## config.mk

```make
export PLATFORM = sky130hd
export DESIGN_NAME = ram_arbiter
export DESIGN_NICKNAME = d
export VERILOG_FILES = /design/src/rtl/ram_arb_pkg.sv /design/src/rtl/ram_arb_sel.sv /design/src/rtl/ram_arbiter.sv
export SDC_FILE = /design/constraint.sdc
export NUM_CORES = 1
export LEC_CHECK = 0
export ABC_AREA = 0
export CAP_MARGIN = 20
export CORE_AREA = 2 2 166 87
export CTS_CLUSTER_DIAMETER = 150
export DETAILED_ROUTE_END_ITERATION = 10
export DIE_AREA = 0 0 168 89
export MAX_ROUTING_LAYER = met4
export PLACE_DENSITY = 0.84
export SETUP_SLACK_MARGIN = 0.1
export SYNTH_ARGS = -nofsm -noshare
export SYNTH_HDL_FRONTEND = slang
export SYNTH_SLANG_ARGS = --single-unit
```

## constraint.sdc

```tcl
create_clock -name clk -period 2.6 [get_ports clk]
set_input_delay 0.52 -clock clk [delete_from_list [all_inputs] [get_ports clk]]
set_output_delay 0.52 -clock clk [all_outputs]
set_load 0.05 [all_outputs]
```

## src/rtl/ram_arb_pkg.sv

```systemverilog
// Shared types and constants for the two-port RAM arbiter.
package ram_arb_pkg;

    localparam int unsigned NPORTS = 2;
    localparam int unsigned DW     = 32;

    localparam logic PORT_CPU = 1'b0;
    localparam logic PORT_LDR = 1'b1;

    typedef enum logic [1:0] {
        IDLE   = 2'd0,
        ACCESS = 2'd1,
        DONE   = 2'd2
    } state_e;

endpackage

```

## src/rtl/ram_arb_sel.sv

```systemverilog
// Winner selection: a tie goes to the port named by prio_i; a lone requester always wins.
module ram_arb_sel
    import ram_arb_pkg::*;
(
    input  logic [NPORTS-1:0] req_i,
    input  logic              prio_i,
    output logic [NPORTS-1:0] grant_c,
    output logic              id_c,
    output logic              any_c
);

    always_comb begin
        any_c   = |req_i;
        id_c    = PORT_CPU;
        grant_c = '0;
        if (req_i[PORT_LDR] && (!req_i[PORT_CPU] || (prio_i == PORT_LDR))) begin
            id_c = PORT_LDR;
        end
        if (any_c) begin
            grant_c[id_c] = 1'b1;
        end
    end

endmodule

```

## src/rtl/ram_arbiter.sv

```systemverilog
// Two-port arbiter in front of a single-port RAM: IDLE -> ACCESS -> DONE, one access per 3 cycles.
// Define RAM_ARB_RR_EN for round-robin tie-breaking; otherwise port 0 always wins ties.
module ram_arbiter #(
    parameter  int unsigned profundidad = 1024,
    parameter  int unsigned NPORTS      = ram_arb_pkg::NPORTS,
    localparam int unsigned AW          = (profundidad > 1) ? $clog2(profundidad) : 1
) (
    input  logic          clk,
    input  logic          reset_n,
    input  logic          req0,
    input  logic          req1,
    input  logic          we0,
    input  logic          we1,
    input  logic [AW-1:0] addr0,
    input  logic [AW-1:0] addr1,
    input  logic [31:0]   wdata0,
    input  logic [31:0]   wdata1,
    output logic          ack0,
    output logic          ack1,
    output logic [31:0]   rdata0,
    output logic [31:0]   rdata1,
    output logic [AW-1:0] ram_address,
    output logic [31:0]   ram_write_data,
    output logic          ram_MemWrite,
    output logic          ram_MemRead,
    input  logic [31:0]   ram_read_data
);

    import ram_arb_pkg::*;

    state_e              state_q, state_d;
    logic                we_q, we_d;
    logic [AW-1:0]       addr_q, addr_d;
    logic [DW-1:0]       wdata_q, wdata_d;
    logic                id_q, id_d;
    logic [DW-1:0]       rdata0_q, rdata0_d;
    logic [DW-1:0]       rdata1_q, rdata1_d;
    logic [NPORTS-1:0]   ack_q, ack_d;
    logic                mem_we_q, mem_we_d;
    logic                mem_re_q, mem_re_d;

    logic [NPORTS-1:0]   req_vec;
    logic [NPORTS-1:0]   grant_c;
    logic                id_c;
    logic                any_c;
    logic                prio_c;

`ifdef RAM_ARB_RR_EN
    logic prio_q, prio_d;
    assign prio_c = prio_q;
`else
    assign prio_c = PORT_CPU;
`endif

    assign req_vec = {req1, req0};

    ram_arb_sel u_sel (
        .req_i   (req_vec),
        .prio_i  (prio_c),
        .grant_c (grant_c),
        .id_c    (id_c),
        .any_c   (any_c)
    );

    // Next-state and registered-output logic.
    always_comb begin
        state_d  = state_q;
        we_d     = we_q;
        addr_d   = addr_q;
        wdata_d  = wdata_q;
        id_d     = id_q;
        rdata0_d = rdata0_q;
        rdata1_d = rdata1_q;
        ack_d    = '0;
        mem_we_d = 1'b0;
        mem_re_d = 1'b0;
`ifdef RAM_ARB_RR_EN
        prio_d   = prio_q;
`endif
        case (state_q)
            IDLE: begin
                if (any_c) begin
                    state_d = ACCESS;
                    id_d    = id_c;
                    if (grant_c[PORT_LDR]) begin
                        we_d    = we1;
                        addr_d  = addr1;
                        wdata_d = wdata1;
                    end else if (grant_c[PORT_CPU]) begin
                        we_d    = we0;
                        addr_d  = addr0;
                        wdata_d = wdata0;
                    end
                    // Strobes are registered so they are high exactly during ACCESS.
                    mem_we_d = we_d;
                    mem_re_d = !we_d;
`ifdef RAM_ARB_RR_EN
                    prio_d   = ~id_c;
`endif
                end
            end
            ACCESS: begin
                state_d = DONE;
                if (!we_q) begin
                    if (id_q == PORT_LDR) begin
                        rdata1_d = ram_read_data;
                    end else begin
                        rdata0_d = ram_read_data;
                    end
                end
                ack_d[id_q] = 1'b1;
            end
            DONE: begin
                state_d = IDLE;
            end
            default: begin
                state_d = IDLE;
            end
        endcase
    end

    always_ff @(posedge clk or negedge reset_n) begin
        if (!reset_n) begin
            state_q  <= IDLE;
            we_q     <= 1'b0;
            addr_q   <= '0;
            wdata_q  <= '0;
            id_q     <= PORT_CPU;
            rdata0_q <= '0;
            rdata1_q <= '0;
            ack_q    <= '0;
            mem_we_q <= 1'b0;
            mem_re_q <= 1'b0;
        end else begin
            state_q  <= state_d;
            we_q     <= we_d;
            addr_q   <= addr_d;
            wdata_q  <= wdata_d;
            id_q     <= id_d;
            rdata0_q <= rdata0_d;
            rdata1_q <= rdata1_d;
            ack_q    <= ack_d;
            mem_we_q <= mem_we_d;
            mem_re_q <= mem_re_d;
        end
    end

`ifdef RAM_ARB_RR_EN
    always_ff @(posedge clk or negedge reset_n) begin
        if (!reset_n) begin
            prio_q <= PORT_CPU;
        end else begin
            prio_q <= prio_d;
        end
    end
`endif

    assign ack0           = ack_q[PORT_CPU];
    assign ack1           = ack_q[PORT_LDR];
    assign rdata0         = rdata0_q;
    assign rdata1         = rdata1_q;
    assign ram_address    = addr_q;
    assign ram_write_data = wdata_q;
    assign ram_MemWrite   = mem_we_q;
    assign ram_MemRead    = mem_re_q;

endmodule

```

-- Yosys cells after proc, flatten, opt, wreduce, memory -nomap -nowiden
Index checks and enable logic that the tools add are counted.
W data, S select, Z words.
- bits in registers: 114
- input port bits: 122
- magnitude comparators: 4
- equality and inequality tests: 2
- multiplexer cells: 21
- bitwise logic cells: 2
- reduce and logical (&&, ||, !) cells: 12
- operators by type and width (operator ; count):
    $mux W32 ; 2
    $mux W10 ; 2
    $mux W1 ; 11
    $reduce_and A3 Y1 ; 3
    $mux W2 ; 3
    $lt A1 B2 Y1 const B ; 2
    $pmux W2 S2 ; 1
    $logic_and A1 B1 Y1 ; 3
    $demux W1 S1 ; 2
    $eq A2 B1 Y1 const B ; 1
    $ge A1 B1 Y1 const B ; 2
    $logic_not A1 Y1 ; 2
    $logic_not A2 Y1 ; 1
    $ne A2 B2 Y1 const B ; 1
    $not A1 Y1 ; 2
    $reduce_and A2 Y1 ; 1
    $reduce_bool A2 Y1 ; 1
    $reduce_or A2 Y1 ; 1

-- Logic depth before layout (Yosys ltp)
- depth in word-level cells: 15
- mapped depth: 5

-- Hierarchy
A second synthesis with hierarchy kept.
- cell total of the unflattened synthesis: 305
- area total of the unflattened synthesis: 4822.1 um^2
- modules (own cells, without submodules) (module ; times used ; cells each ; area each (um^2) ; sequential area each (um^2)):
    ram_arbiter ; 1 ; 300 ; 4789.6 ; 2852.7
    ram_arb_sel ; 1 ; 5 ; 32.5 ; 0.0

-- Worst setup path before layout
OpenSTA, ideal clock, no wires.
- path kind: input to register
- start point: in req1
- end point: reg addr_q[5] (netlist: ram_address[5])
- library setup time: 0.125 ns
- arrival: 1.515 ns
- data required time: 2.475 ns
- setup slack: 0.960 ns
- stages on the path: 5
- path buffers: 2
- cells stage by stage: nor2b_1 > buf_6 > buf_8 > mux2_4 > mux2_4
- longest elaborated chain between the ends: 9
- elaborated cells between the ends (all ways): 12
- classes of those cells: 2 x order compare; 5 x mux; 5 x reduce/logical
- RTL lines (item ; RTL line ; source):
    start, declared ; ram_arbiter.sv:11 ; input logic req1,
    $logic_and A1 B1 Y1 ; ram_arb_sel.sv:16 ; if (req_i[PORT_LDR] && (!req_i[PORT_CPU] || (prio_i == PORT_LDR))) begin
    $mux W1 ; ram_arb_sel.sv:16 ;
    $lt A1 B2 Y1 (not written as such) or $ge A1 B1 Y1 (tied branches) ; ram_arb_sel.sv:20 ; grant_c[id_c] = 1'b1;
    $logic_and A1 B1 Y1 (not written as such) ; ram_arb_sel.sv:20 ;
    $mux W1 (not written as such) ; ram_arb_sel.sv:20 ;
    $demux W1 S1 ; n/a ;
    $mux W2 ; ram_arb_sel.sv:19 ; if (any_c) begin
    $reduce_bool A2 Y1 (no line) ; n/a ;
    $reduce_and A3 Y1 (no line) ; n/a ;
    end signal, assigned ; ram_arbiter.sv:137 ; addr_q <= addr_d;
    end, declared ; ram_arbiter.sv:33 ; logic [AW-1:0] addr_q, addr_d;
Several ways; a longest one is shown, not always the timed one.
A chain may end at the register's enable or synchronous reset.

-- Final worst setup path
- start point: reg rdata1_q[30] (netlist: rdata1[30])
- end point: out rdata1[30]
- RTL lines (item ; RTL line ; source):
    start, declared ; ram_arbiter.sv:37 ; logic [DW-1:0] rdata1_q, rdata1_d;
    start signal, assigned ; ram_arbiter.sv:141 ; rdata1_q <= rdata1_d;
    end, declared ; ram_arbiter.sv:21 ; output logic [31:0] rdata1,
No word-level cell between the ends.

==> results.tsv <==
stage	metric	value	unit
cts	Clock Tree Buf Depth	2	
logic_synthesis	leading cell types by count after synthesis	114 x dfrtp_1, 106 x mux2_4, 39 x mux2_2, 7 x buf_4, 6 x buf_12	
logic_synthesis	post-synthesis register bit count	114	
cts	TritonCTS Buffers	17	
timing	Final setup viols	0	
cts	clk sinks	114	
timing	unrepaired setup endpoints after global routing	no	
cts	hold buffers post-CTS	0	
critical_path	crit-path max FO	2	
critical_path	CP arrival	1.61	ns
critical_path	Crit path required time	2.08	ns
pwr	Lkg Pwr	3.58	nW
logic_synthesis	Post-synth EDFFs	0	
final_layout	Layout area overhead	56.9	%
timing	Slew @ Worst Pin	0.588	ns
detailed_routing	via count	3428	
global_route	first-pass GRT wire length	20000	µm
final_layout	share of post-route cells with drive strength above 1	34.3	%
detailed_routing	Via density	4.70	
placed_design	Final HPWL DP	9270	µm
die	Die X-Extent	168	µm
run	reported max-cap violation count	0	
logic_synthesis	dominant synthesized flop cell	dfrtp_1	
placed_design	Port Buffers	231	
critical_path	ordered cell list for the critical path	clkdlybuf4s50_1	
die	io pins	232	
cts	post-cts resize count	0	
timing	Fmax achieved	0.469	GHz
detailed_routing	Post-Route WL	13000	µm
critical_path	Crit-path slowest cell	clkdlybuf4s50_1	
logic_synthesis	Synth Instances	301	
timing	Rel. slew slack	60.8	%
logic_synthesis	Syn. warnings	0	
cts	Worst-path clk slew	0.06	ns
cts	htree depth	4	
timing	clock skew	0.00519	ns
pwr	Max VDD drop	699	µV
global_route	initial antenna violation count	0	
timing	final hold violation count	0	
detailed_routing	post-route ant nets	0	
logic_synthesis	count leader, synth	dfrtp_1	
die	Chip Height	89	µm
die	die footprint	15000	µm²
global_route	largest net degree at the start of global routing	67	
detailed_routing	routed length per instance	17.8	µm
final_layout	filler cell count	981	
logic_synthesis	Syn Nets	423	
logic_synthesis	register area share after synthesis	54.1	%
final_layout	Final Net Count	663	
final_layout	ant diodes	0	
min_path	Hold Path Class	in2async	
critical_path	critical path class	reg2out	
logic_synthesis	ranking of synthesized cells by area	dfrtp_1 54%, mux2_4 30%, mux2_2 8.3%	
die	cell row count	30	
die	Initial Util	39.6	%
logic_synthesis	mapped cell area	5270	µm²
logic_synthesis	syn avg cell area	17.5	µm²
outcome	status	finished, final reports clean	
placed_design	GPL Wtd Cong	0.797	
timing	fin. max-slew vios	0	
timing	setup TNS	0	ns
placed_design	placed instance count	698	
cts	post-CTS setup buffers	0	
global_route	GRT Residual Overflow	0	
final_layout	Layout Cells excl Fill	730	
die	CORE AREA	13300	µm²
detailed_routing	drt pass-1 iters	4	
critical_path	CP delay by family, top	buffers and inverters	
detailed_routing	First DRT Iteration DRCs	116	
timing	fin crit period	2.13	ns
logic_synthesis	FFs w/ async S/R, synth	100	%
cts	CTS tree	built	
critical_path	worst path bufs/invs	1	
timing	crit share post-route	82.0	%
global_route	Total GRT Usage	18.1	%
cts	clk_lat worst skew	0.40	ns
global_route	number of global-route vias before repair	3686	
logic_synthesis	cell taking the most area after synthesis	dfrtp_1	
logic_synthesis	Synth top area share	54.1	%
critical_path	CP Capture Type	output port	
critical_path	worst stage delay on the critical path	0.85	ns
critical_path	Startpoint Class	flip-flop	
cts	Root Buffer	clkbuf_16	
logic_synthesis	distinct cell type count after synthesis	23	
detailed_routing	DRC Markers	0	
pwr	Power Density	1550	nW/µm²
[sequential cells by signal, summed over array words and instances (netlist names)]
signal / cells
ack_q: 2
id_q: 1
ram_MemRead: 1
ram_MemWrite: 1
ram_address: 10
ram_write_data: 32
rdata0: 32
rdata1: 32
state_q: 2
we_q: 1
[per-layer routing]
layer	track usage, %	share of wire (%)	vias to the layer above
met5	-	0	-
li1	-	-	1560
met1	20.0	39	1754
met2	33.7	56	91
met3	3.28	2.5	23
met4	6.64	2.4	0
[power by group]
group          total, W  switching [W]  internal (W)
Combinational   0.00734        0.00431       0.00303
Clock           0.00223       0.000829       0.00140
Sequential      0.00323       0.000540       0.00269
[through the flow]
step	cell area, µm²	worst slack [ns]	total power, W	hold slack, ns	utilization [%]
global placement	7700	0.243	0.0105	0.470	57.8
floorplan	5270	0.960	0.00822	0.224	-
global route	8270	0.427	0.0133	0.125	62.1
finish	8270	0.468	0.0128	0.104	62.1
CTS	8270	0.454	0.0129	0.125	62.1
detailed placement	7700	0.206	0.0106	0.478	57.8
[worst paths after layout]
path / start / end / slack, ns / cells past startpoint
min reg2reg: rdata0[6]$_DFFE_PN0P_ / rdata0[6]$_DFFE_PN0P_ / 0.50 / 1
max reg2reg: state_q[1]$_DFFE_PN0P_ / rdata0[11]$_DFFE_PN0P_ / 0.79 / 4
min: reset_n / rdata1[5]$_DFFE_PN0P_ / 0.10 / 2
max in group asynchronous: reset_n / rdata1[14]$_DFFE_PN0P_ / 1.96 / 2
max: rdata1[30]$_DFFE_PN0P_ / rdata1[30] / 0.47 / 1
min in group clk: rdata0[6]$_DFFE_PN0P_ / rdata0[6]$_DFFE_PN0P_ / 0.50 / 1
[cells in the final DEF, fill, tap and decap left out, drive strengths merged]
cell type,netlist,layout
a31oi,2,2
o21a,2,2
mux2,148,148
o21ai,1,1
nor2b,4,4
clkinv,0,7
bufinv,0,2
nor2,2,2
a21oi,3,3
and3b,1,1
a22oi,1,1
clkinvlp,0,6
clkbuf,0,17
inv,2,2
dfrtp,114,114
clkdlybuf4s50,0,230
nand2b,1,1
buf,17,8
nor3,3,3
[cell type report]
type | instances | area (µm²) | area share (%)
Clock buffer | 17 | 425 | 5.14
Clock inverter | 15 | 144 | 1.74
Inverter | 2 | 7.51 | 0.0907
Multi-Input combinational cell | 168 | 2210 | 26.7
Sequential cell | 114 | 2850 | 34.5
Tap cell | 176 | 220 | 2.66
Timing Repair Buffer | 238 | 2410 | 29.2
[cell families after synthesis]
family | count (synthesis) | share of synthesized area [%]
buffers and inverters | 19 | 4.22
DFF | 114 | 54.1
and+or+nand+nor | 11 | 1.47
AOI/OAI and AO/OA | 9 | 1.04
muxes | 148 | 39.2
No activity file was read; power rests on OpenSTA's default activity.
